[src/rtl/mips_mc_ctrl.sv]
//------------------------------------------------------------------------------
// mips_mc_ctrl
//
// Main control unit for the multicycle MIPS datapath. A Moore FSM walks each
// instruction through fetch, decode, execute, memory and writeback, taking
// 3 to 5 cycles. It drives every mux select and write enable in the datapath
// from the current state. The only exception is pc_en, which also looks at the
// ALU zero flag so that a taken beq can load the PC.
//
// Optional feature (compile-time macro MEM_WAIT_EN):
//   Defined   : FETCH, MEMRD and MEMWR hold their state and outputs while
//               mem_ready=0. If a state is held for MEM_TIMEOUT cycles, the
//               sticky mem_err flag sets and the FSM moves on as if the
//               memory had answered.
//   Undefined : mem_ready is ignored, every state lasts one cycle, and
//               mem_err is tied to 0.
//
// Parameters:
//   MEM_TIMEOUT  cycles allowed in one memory state before mem_err
//                (used only with MEM_WAIT_EN)
//
// Ports:
//   clk         in   system clock, rising edge
//   reset       in   synchronous, active-low reset
//   opcode[5:0] in   instruction[31:26] from the instruction register
//   funct[5:0]  in   instruction[5:0] from the instruction register
//   zero        in   ALU zero flag
//   mem_ready   in   memory access complete this cycle
//   iord        out  memory address select: 0=PC, 1=ALUOut
//   mem_write   out  data memory write enable
//   ir_write    out  instruction register load
//   reg_dst     out  destination register: 0=rt, 1=rd
//   mem_to_reg  out  writeback source: 0=ALUOut, 1=data register
//   reg_write   out  register file write enable
//   alu_src_a   out  ALU A operand: 0=PC, 1=A
//   alu_src_b   out  ALU B operand: 00=B, 01=4, 10=SignImm, 11=SignImm<<2
//   alu_ctrl    out  010 add, 110 sub, 000 and, 001 or, 111 slt
//   pc_src      out  00=ALUResult, 01=ALUOut, 10=jump target
//   pc_en       out  PC load = pc_write | (branch & zero)
//   instr_done  out  1-cycle pulse in the final state of each instruction
//   illegal_op  out  1-cycle pulse on an unsupported opcode/funct
//   mem_err     out  sticky memory-timeout flag, cleared only by reset
//   state[3:0]  out  current state encoding (debug/coverage)
//------------------------------------------------------------------------------
module mips_mc_ctrl #(
   parameter int MEM_TIMEOUT = 8
) (
   input  logic       clk,
   input  logic       reset,
   input  logic [5:0] opcode,
   input  logic [5:0] funct,
   input  logic       zero,
   input  logic       mem_ready,
   output logic       iord,
   output logic       mem_write,
   output logic       ir_write,
   output logic       reg_dst,
   output logic       mem_to_reg,
   output logic       reg_write,
   output logic       alu_src_a,
   output logic [1:0] alu_src_b,
   output logic [2:0] alu_ctrl,
   output logic [1:0] pc_src,
   output logic       pc_en,
   output logic       instr_done,
   output logic       illegal_op,
   output logic       mem_err,
   output logic [3:0] state
);

   // State encodings are visible on the debug port, so they are fixed values.
   typedef enum logic [3:0] {
      IDLE    = 4'd0,
      FETCH   = 4'd1,
      DECODE  = 4'd2,
      MEMADR  = 4'd3,
      MEMRD   = 4'd4,
      MEMWB   = 4'd5,
      MEMWR   = 4'd6,
      EXEC    = 4'd7,
      ALUWB   = 4'd8,
      BRANCH  = 4'd9,
      ADDIEX  = 4'd10,
      ADDIWB  = 4'd11,
      JUMP    = 4'd12,
      ILLEGAL = 4'd13
   } state_t;

   localparam logic [5:0] OP_RTYPE = 6'b000000;
   localparam logic [5:0] OP_LW    = 6'b100011;
   localparam logic [5:0] OP_SW    = 6'b101011;
   localparam logic [5:0] OP_BEQ   = 6'b000100;
   localparam logic [5:0] OP_ADDI  = 6'b001000;
   localparam logic [5:0] OP_J     = 6'b000010;

   localparam logic [5:0] FN_ADD = 6'b100000;
   localparam logic [5:0] FN_SUB = 6'b100010;
   localparam logic [5:0] FN_AND = 6'b100100;
   localparam logic [5:0] FN_OR  = 6'b100101;
   localparam logic [5:0] FN_SLT = 6'b101010;

   localparam logic [2:0] ALU_ADD = 3'b010;
   localparam logic [2:0] ALU_SUB = 3'b110;
   localparam logic [2:0] ALU_AND = 3'b000;
   localparam logic [2:0] ALU_OR  = 3'b001;
   localparam logic [2:0] ALU_SLT = 3'b111;

   state_t     state_q;
   state_t     state_d;
   logic       pc_write;
   logic       branch;
   logic       proceed;
   logic [2:0] exec_alu;
   logic       funct_ok;

   assign state = state_q;

   // A taken branch loads the PC only when the ALU comparison came out equal.
   assign pc_en = pc_write | (branch & zero);

`ifdef MEM_WAIT_EN
   // The wait counter only needs to reach MEM_TIMEOUT-1 because the
   // timeout fires on the last held cycle, not on the one after it.
   localparam int CW = (MEM_TIMEOUT > 1) ? $clog2(MEM_TIMEOUT) : 1;

   logic [CW-1:0] wait_cnt;
   logic          wait_state;
   logic          timeout;
   logic          mem_err_q;

   // Only the states that touch memory wait on the handshake.
   assign wait_state = (state_q == FETCH) || (state_q == MEMRD) || (state_q == MEMWR);
   assign timeout    = wait_state && !mem_ready && (wait_cnt == CW'(MEM_TIMEOUT - 1));
   assign proceed    = !wait_state || mem_ready || timeout;

   // Count consecutive held cycles. A state change (or leaving a wait state)
   // resets the count, so each state entry starts a fresh timeout window.
   // mem_err stays set until the next reset.
   always_ff @(posedge clk) begin
      if (!reset) begin
         wait_cnt  <= '0;
         mem_err_q <= 1'b0;
      end else begin
         if (wait_state && !proceed) begin
            wait_cnt <= wait_cnt + 1'b1;
         end else begin
            wait_cnt <= '0;
         end
         if (timeout) begin
            mem_err_q <= 1'b1;
         end
      end
   end

   assign mem_err = mem_err_q;
`else
   // Without the handshake every state takes exactly one cycle.
   logic unused_mem_ready;

   assign unused_mem_ready = mem_ready;
   assign proceed          = 1'b1;
   assign mem_err          = 1'b0;
`endif

   // State register. Reset abandons any partial instruction. IDLE drives no
   // enables, so no write can happen in the cycle after the reset edge.
   always_ff @(posedge clk) begin
      if (!reset) begin
         state_q <= IDLE;
      end else begin
         state_q <= state_d;
      end
   end

   // R-type function decode. It sets the ALU operation used in EXEC and
   // flags unsupported funct codes, which divert the FSM to ILLEGAL.
   always_comb begin
      exec_alu = ALU_ADD;
      funct_ok = 1'b1;
      case (funct)
         FN_ADD:  exec_alu = ALU_ADD;
         FN_SUB:  exec_alu = ALU_SUB;
         FN_AND:  exec_alu = ALU_AND;
         FN_OR:   exec_alu = ALU_OR;
         FN_SLT:  exec_alu = ALU_SLT;
         default: begin
            exec_alu = ALU_ADD;
            funct_ok = 1'b0;
         end
      endcase
   end

   // Next-state logic. The memory states advance only when proceed is high,
   // which is always true when the handshake feature is not built in. The two
   // unused 4-bit codes fall into the default branch and recover via IDLE.
   always_comb begin
      state_d = state_q;
      case (state_q)
         IDLE:    state_d = FETCH;
         FETCH:   state_d = proceed ? DECODE : FETCH;
         DECODE: begin
            case (opcode)
               OP_LW, OP_SW: state_d = MEMADR;
               OP_RTYPE:     state_d = EXEC;
               OP_BEQ:       state_d = BRANCH;
               OP_ADDI:      state_d = ADDIEX;
               OP_J:         state_d = JUMP;
               default:      state_d = ILLEGAL;
            endcase
         end
         MEMADR:  state_d = (opcode == OP_SW) ? MEMWR : MEMRD;
         MEMRD:   state_d = proceed ? MEMWB : MEMRD;
         MEMWB:   state_d = FETCH;
         MEMWR:   state_d = proceed ? FETCH : MEMWR;
         EXEC:    state_d = funct_ok ? ALUWB : ILLEGAL;
         ALUWB:   state_d = FETCH;
         BRANCH:  state_d = FETCH;
         ADDIEX:  state_d = ADDIWB;
         ADDIWB:  state_d = FETCH;
         JUMP:    state_d = FETCH;
         ILLEGAL: state_d = FETCH;
         default: state_d = IDLE;
      endcase
   end

   // Moore output decode. Every output defaults to inactive with an add on
   // the ALU, and each state raises only what it needs. FETCH already
   // advanced the PC, so ILLEGAL just reports and returns to fetch.
   always_comb begin
      iord       = 1'b0;
      mem_write  = 1'b0;
      ir_write   = 1'b0;
      reg_dst    = 1'b0;
      mem_to_reg = 1'b0;
      reg_write  = 1'b0;
      alu_src_a  = 1'b0;
      alu_src_b  = 2'b00;
      alu_ctrl   = ALU_ADD;
      pc_src     = 2'b00;
      pc_write   = 1'b0;
      branch     = 1'b0;
      instr_done = 1'b0;
      illegal_op = 1'b0;
      case (state_q)
         FETCH: begin
            ir_write  = 1'b1;
            alu_src_b = 2'b01;
            pc_write  = 1'b1;
         end
         DECODE: begin
            alu_src_b = 2'b11;
         end
         MEMADR: begin
            alu_src_a = 1'b1;
            alu_src_b = 2'b10;
         end
         MEMRD: begin
            iord = 1'b1;
         end
         MEMWB: begin
            mem_to_reg = 1'b1;
            reg_write  = 1'b1;
            instr_done = 1'b1;
         end
         MEMWR: begin
            iord       = 1'b1;
            mem_write  = 1'b1;
            instr_done = 1'b1;
         end
         EXEC: begin
            alu_src_a = 1'b1;
            alu_ctrl  = exec_alu;
         end
         ALUWB: begin
            reg_dst    = 1'b1;
            reg_write  = 1'b1;
            instr_done = 1'b1;
         end
         BRANCH: begin
            alu_src_a  = 1'b1;
            alu_ctrl   = ALU_SUB;
            pc_src     = 2'b01;
            branch     = 1'b1;
            instr_done = 1'b1;
         end
         ADDIEX: begin
            alu_src_a = 1'b1;
            alu_src_b = 2'b10;
         end
         ADDIWB: begin
            reg_write  = 1'b1;
            instr_done = 1'b1;
         end
         JUMP: begin
            pc_src     = 2'b10;
            pc_write   = 1'b1;
            instr_done = 1'b1;
         end
         ILLEGAL: begin
            illegal_op = 1'b1;
            instr_done = 1'b1;
         end
         default: begin
            alu_ctrl = ALU_ADD;
         end
      endcase
   end

endmodule
[config.mk]
export PLATFORM = sky130hd
export DESIGN_NAME = mips_mc_ctrl
export DESIGN_NICKNAME = d
export VERILOG_FILES = /design/src/rtl/mips_mc_ctrl.sv
export SDC_FILE = /design/constraint.sdc
export NUM_CORES = 1
export LEC_CHECK = 0
export ABC_AREA = 1
export BUFFER_PORTS_ARGS = -buffer_cell sky130_fd_sc_hd__clkbuf_2
export CAP_MARGIN = 30
export CORE_MARGIN = 5
export CORE_UTILIZATION = 45
export DETAILED_ROUTE_END_ITERATION = 7
export PLACE_DENSITY = 0.92
export SYNTH_ARGS = -nofsm -noshare
export SYNTH_HDL_FRONTEND = slang
export SYNTH_SLANG_ARGS = --single-unit
[constraint.sdc]
create_clock -name clk -period 1.73 [get_ports clk]
set_input_delay 0 -clock clk [delete_from_list [all_inputs] [get_ports clk]]
set_output_delay 0 -clock clk [all_outputs]
set_load 0.03 [all_outputs]
==> flow_summary.ini <==
[outcome]
outcome = complete, no violations

[final_layout]
n_fill_cell = 129
final_layout_size_suffix_gt1_share_pct = 37.0
area_delta_synth_final_pct = 32.9
largest_register_ffs = 4
antenna_cells = 0
seq_area_um2 = 81.3
layout.nets = 172
final_cells = 169
multi_input_area_um2 = 427

[drt]
vias = 813
via_per_inst = 4.81
wl_per_cell_um = 9.67
drc = 0
drtAntennaViolNets = 0
drtIter0Drc = 20
drtPass1Iterations = 4
wl_um = 1630

[sta]
fin_crit_ns = 1.52
finalHoldViolCount = 0
layout_worst_path_cycle_share_pct = 88.0
setup_violations = 0
fmax_ghz = 0.657
finClkSkew_ns = 0.00727
slew_violations = 0
setup-tns-final_ns = 0
rsz0062_at_grt = false
hold_ws_ns = 0.0275

[cts]
clk_latency_ns = 0.24
hold_buffers = 0
clk_pin_slew_ns = 0.04
htreeDepth = 1
clockBufferDepth = 2
cts_tree = built
numCtsBuffers = 3
cts_root_buffer = clkbuf_4
tritoncts_num_sinks = 4

[floorplan]
rows = 13
ioPinCount = 38
start_util_pct = 47.3
dieWidth_um = 47.0
die_area_um2 = 2210
die_h_um = 47.0
core_area_um2 = 1300

[yosys]
synth_area_leaders = nor2_1, nand2_1, dfxtp_1, inv_1, nand3_1
yosysTopAreaCell = nor2_1
synthCells = 118
synth.distinct_cells = 20
ys_seq_elements = 4
async_flop_share_pct = 0
yosysSeqAreaShare_pct = 13.0
synth_warnings = 0
avgSynthCellArea_um2 = 5.22
synth_common_cells = nor2_1, nand2_1, inv_1
synth-edff-count = 0
synth_nets = 134
synthesis.area_um2 = 616
synthFlopType = dfxtp_1
synth_top_cell_area_share_pct = 16.5
synth.most_common_cell = nor2_1

[global_route]
grtUsageTotal_pct = 17.0
antenna_found_initial = 0
grt_start_max_net_pins = 10
grt_pass1_vias = 760
grt_overflow_total = 0
grt_pass1_wl_um = 2760

[worst_setup_path]
worst-path-max-fanout = 6
r2r_start = state[1]
cp.required_ns = 1.73
arrival_ns = 1.52
cp-start-kind = register
ff2ff_path_depth = 7
r2r_slack_ns = 0.46
cp-startpoint = state[1]
rr_endpoint = state[0]
crit_type = register to output port
endpoint_kind = output port

[pwr]
vdd_drop_max_uv = 439
p_sw_share_pct = 60.4
total_power_w = 0.00106
clkPwrFrac_pct = 11.0
powerDensity_nw_per_um2 = 1300
leakage_nw = 0.542
power.switching_w = 0.000641
comb_power_share_pct = 70.7
seq_power_share_pct = 18.3
internal_power_w = 0.000420

[placement]
io_buffers = 35
dp.cells = 166
gp_congestion = 0.831
dp_hpwl_um = 1430

[hold_path]
hold_class = input pin to register
whs_path_depth = 3
min-delay-start = reset
whs_endpoint = state[0]

[flow_run]
max_cap_viol_count = 0
## power by group through the flow
stage | registers, W | clock network, W | logic [W]
final | 0.000194 | 0.000117 | 0.000750
after detailed placement | 0.000192 | 0 | 0.000754
after floorplan | 0.000213 | 0 | 0.000554
after global placement | 0.000187 | 0 | 0.000743
after CTS | 0.000190 | 0.000116 | 0.000757
after global routing | 0.000202 | 0.000128 | 0.000832
## repair_timing
action | in CTS | in global routing
setup buffers | 0 | 0
endpoints found under the hold margin | 0 | 0
endpoints found under the setup margin | 0 | 1
gates resized for setup | 0 | 1
## final cells by class
cell class	count	share of cell area, %
clock buffer	3	2.75
timing repair buffer	35	21.4
sequential	4	9.94
multi-input combinational	87	52.1
tap	15	2.29
inverter	25	11.5
## metal layers
metal  share of wire (%)  GRT usage (%)  vias up
li1                    -              -      430
met1                  39           17.7      349
met2                  53           33.1       30
met3                 7.2           1.15        4
met4                 1.1           9.39        0
met5                   0              0        -
## critical path: stages, from the launching register on
cell and delay, ns:
dfxtp_1 0.46, nand2_2 0.12, nor2_4 0.19, nand4_1 0.14, o22ai_1 0.14, clkbuf_2 0.23
## layout by cell type, fill, tap and decap left out, types with 2 or more instances in the layout
cell type	synthesis	layout
nor2_1	27	27
clkbuf_2	0	35
nor2_2	3	3
dfxtp_1	4	3
nand3_1	13	13
nand2_4	3	3
a21oi_1	5	5
inv_2	5	5
nor2_4	2	2
nand2_2	3	3
o21ai_0	2	2
clkbuf_4	0	3
nand2_1	22	22
inv_1	20	20
## worst max path at each step
stage,endpoint,slack [ns],depth (start not counted)
after floorplan,pc_en,0.07,5
after global placement,state[0],0.40,7
after detailed placement,state[0],0.36,7
after CTS,alu_ctrl[0],0.10,5
after global routing,alu_ctrl[0],0.11,5
final,alu_ctrl[0],0.21,5
## per-stage QoR
step,setup slack [ns],area (um^2),util (%)
6_report,0.208,818,62.9
5_1_grt,0.107,818,62.9
4_1_cts,0.103,817,62.8
3_5_place_dp,0.359,795,61.1
3_3_place_gp,0.398,795,61.1
2_1_floorplan,0.0746,616,-
## cell families after synthesis
family / Yosys count / synth area share (%)
DFF: 4 / 13.0
other: 1 / 0.609
AOI/OAI and AO/OA: 8 / 6.71
and+or+nand+nor: 78 / 62.0
buffers and inverters: 27 / 17.7
Note: power is estimated with default switching activity, not from simulation.
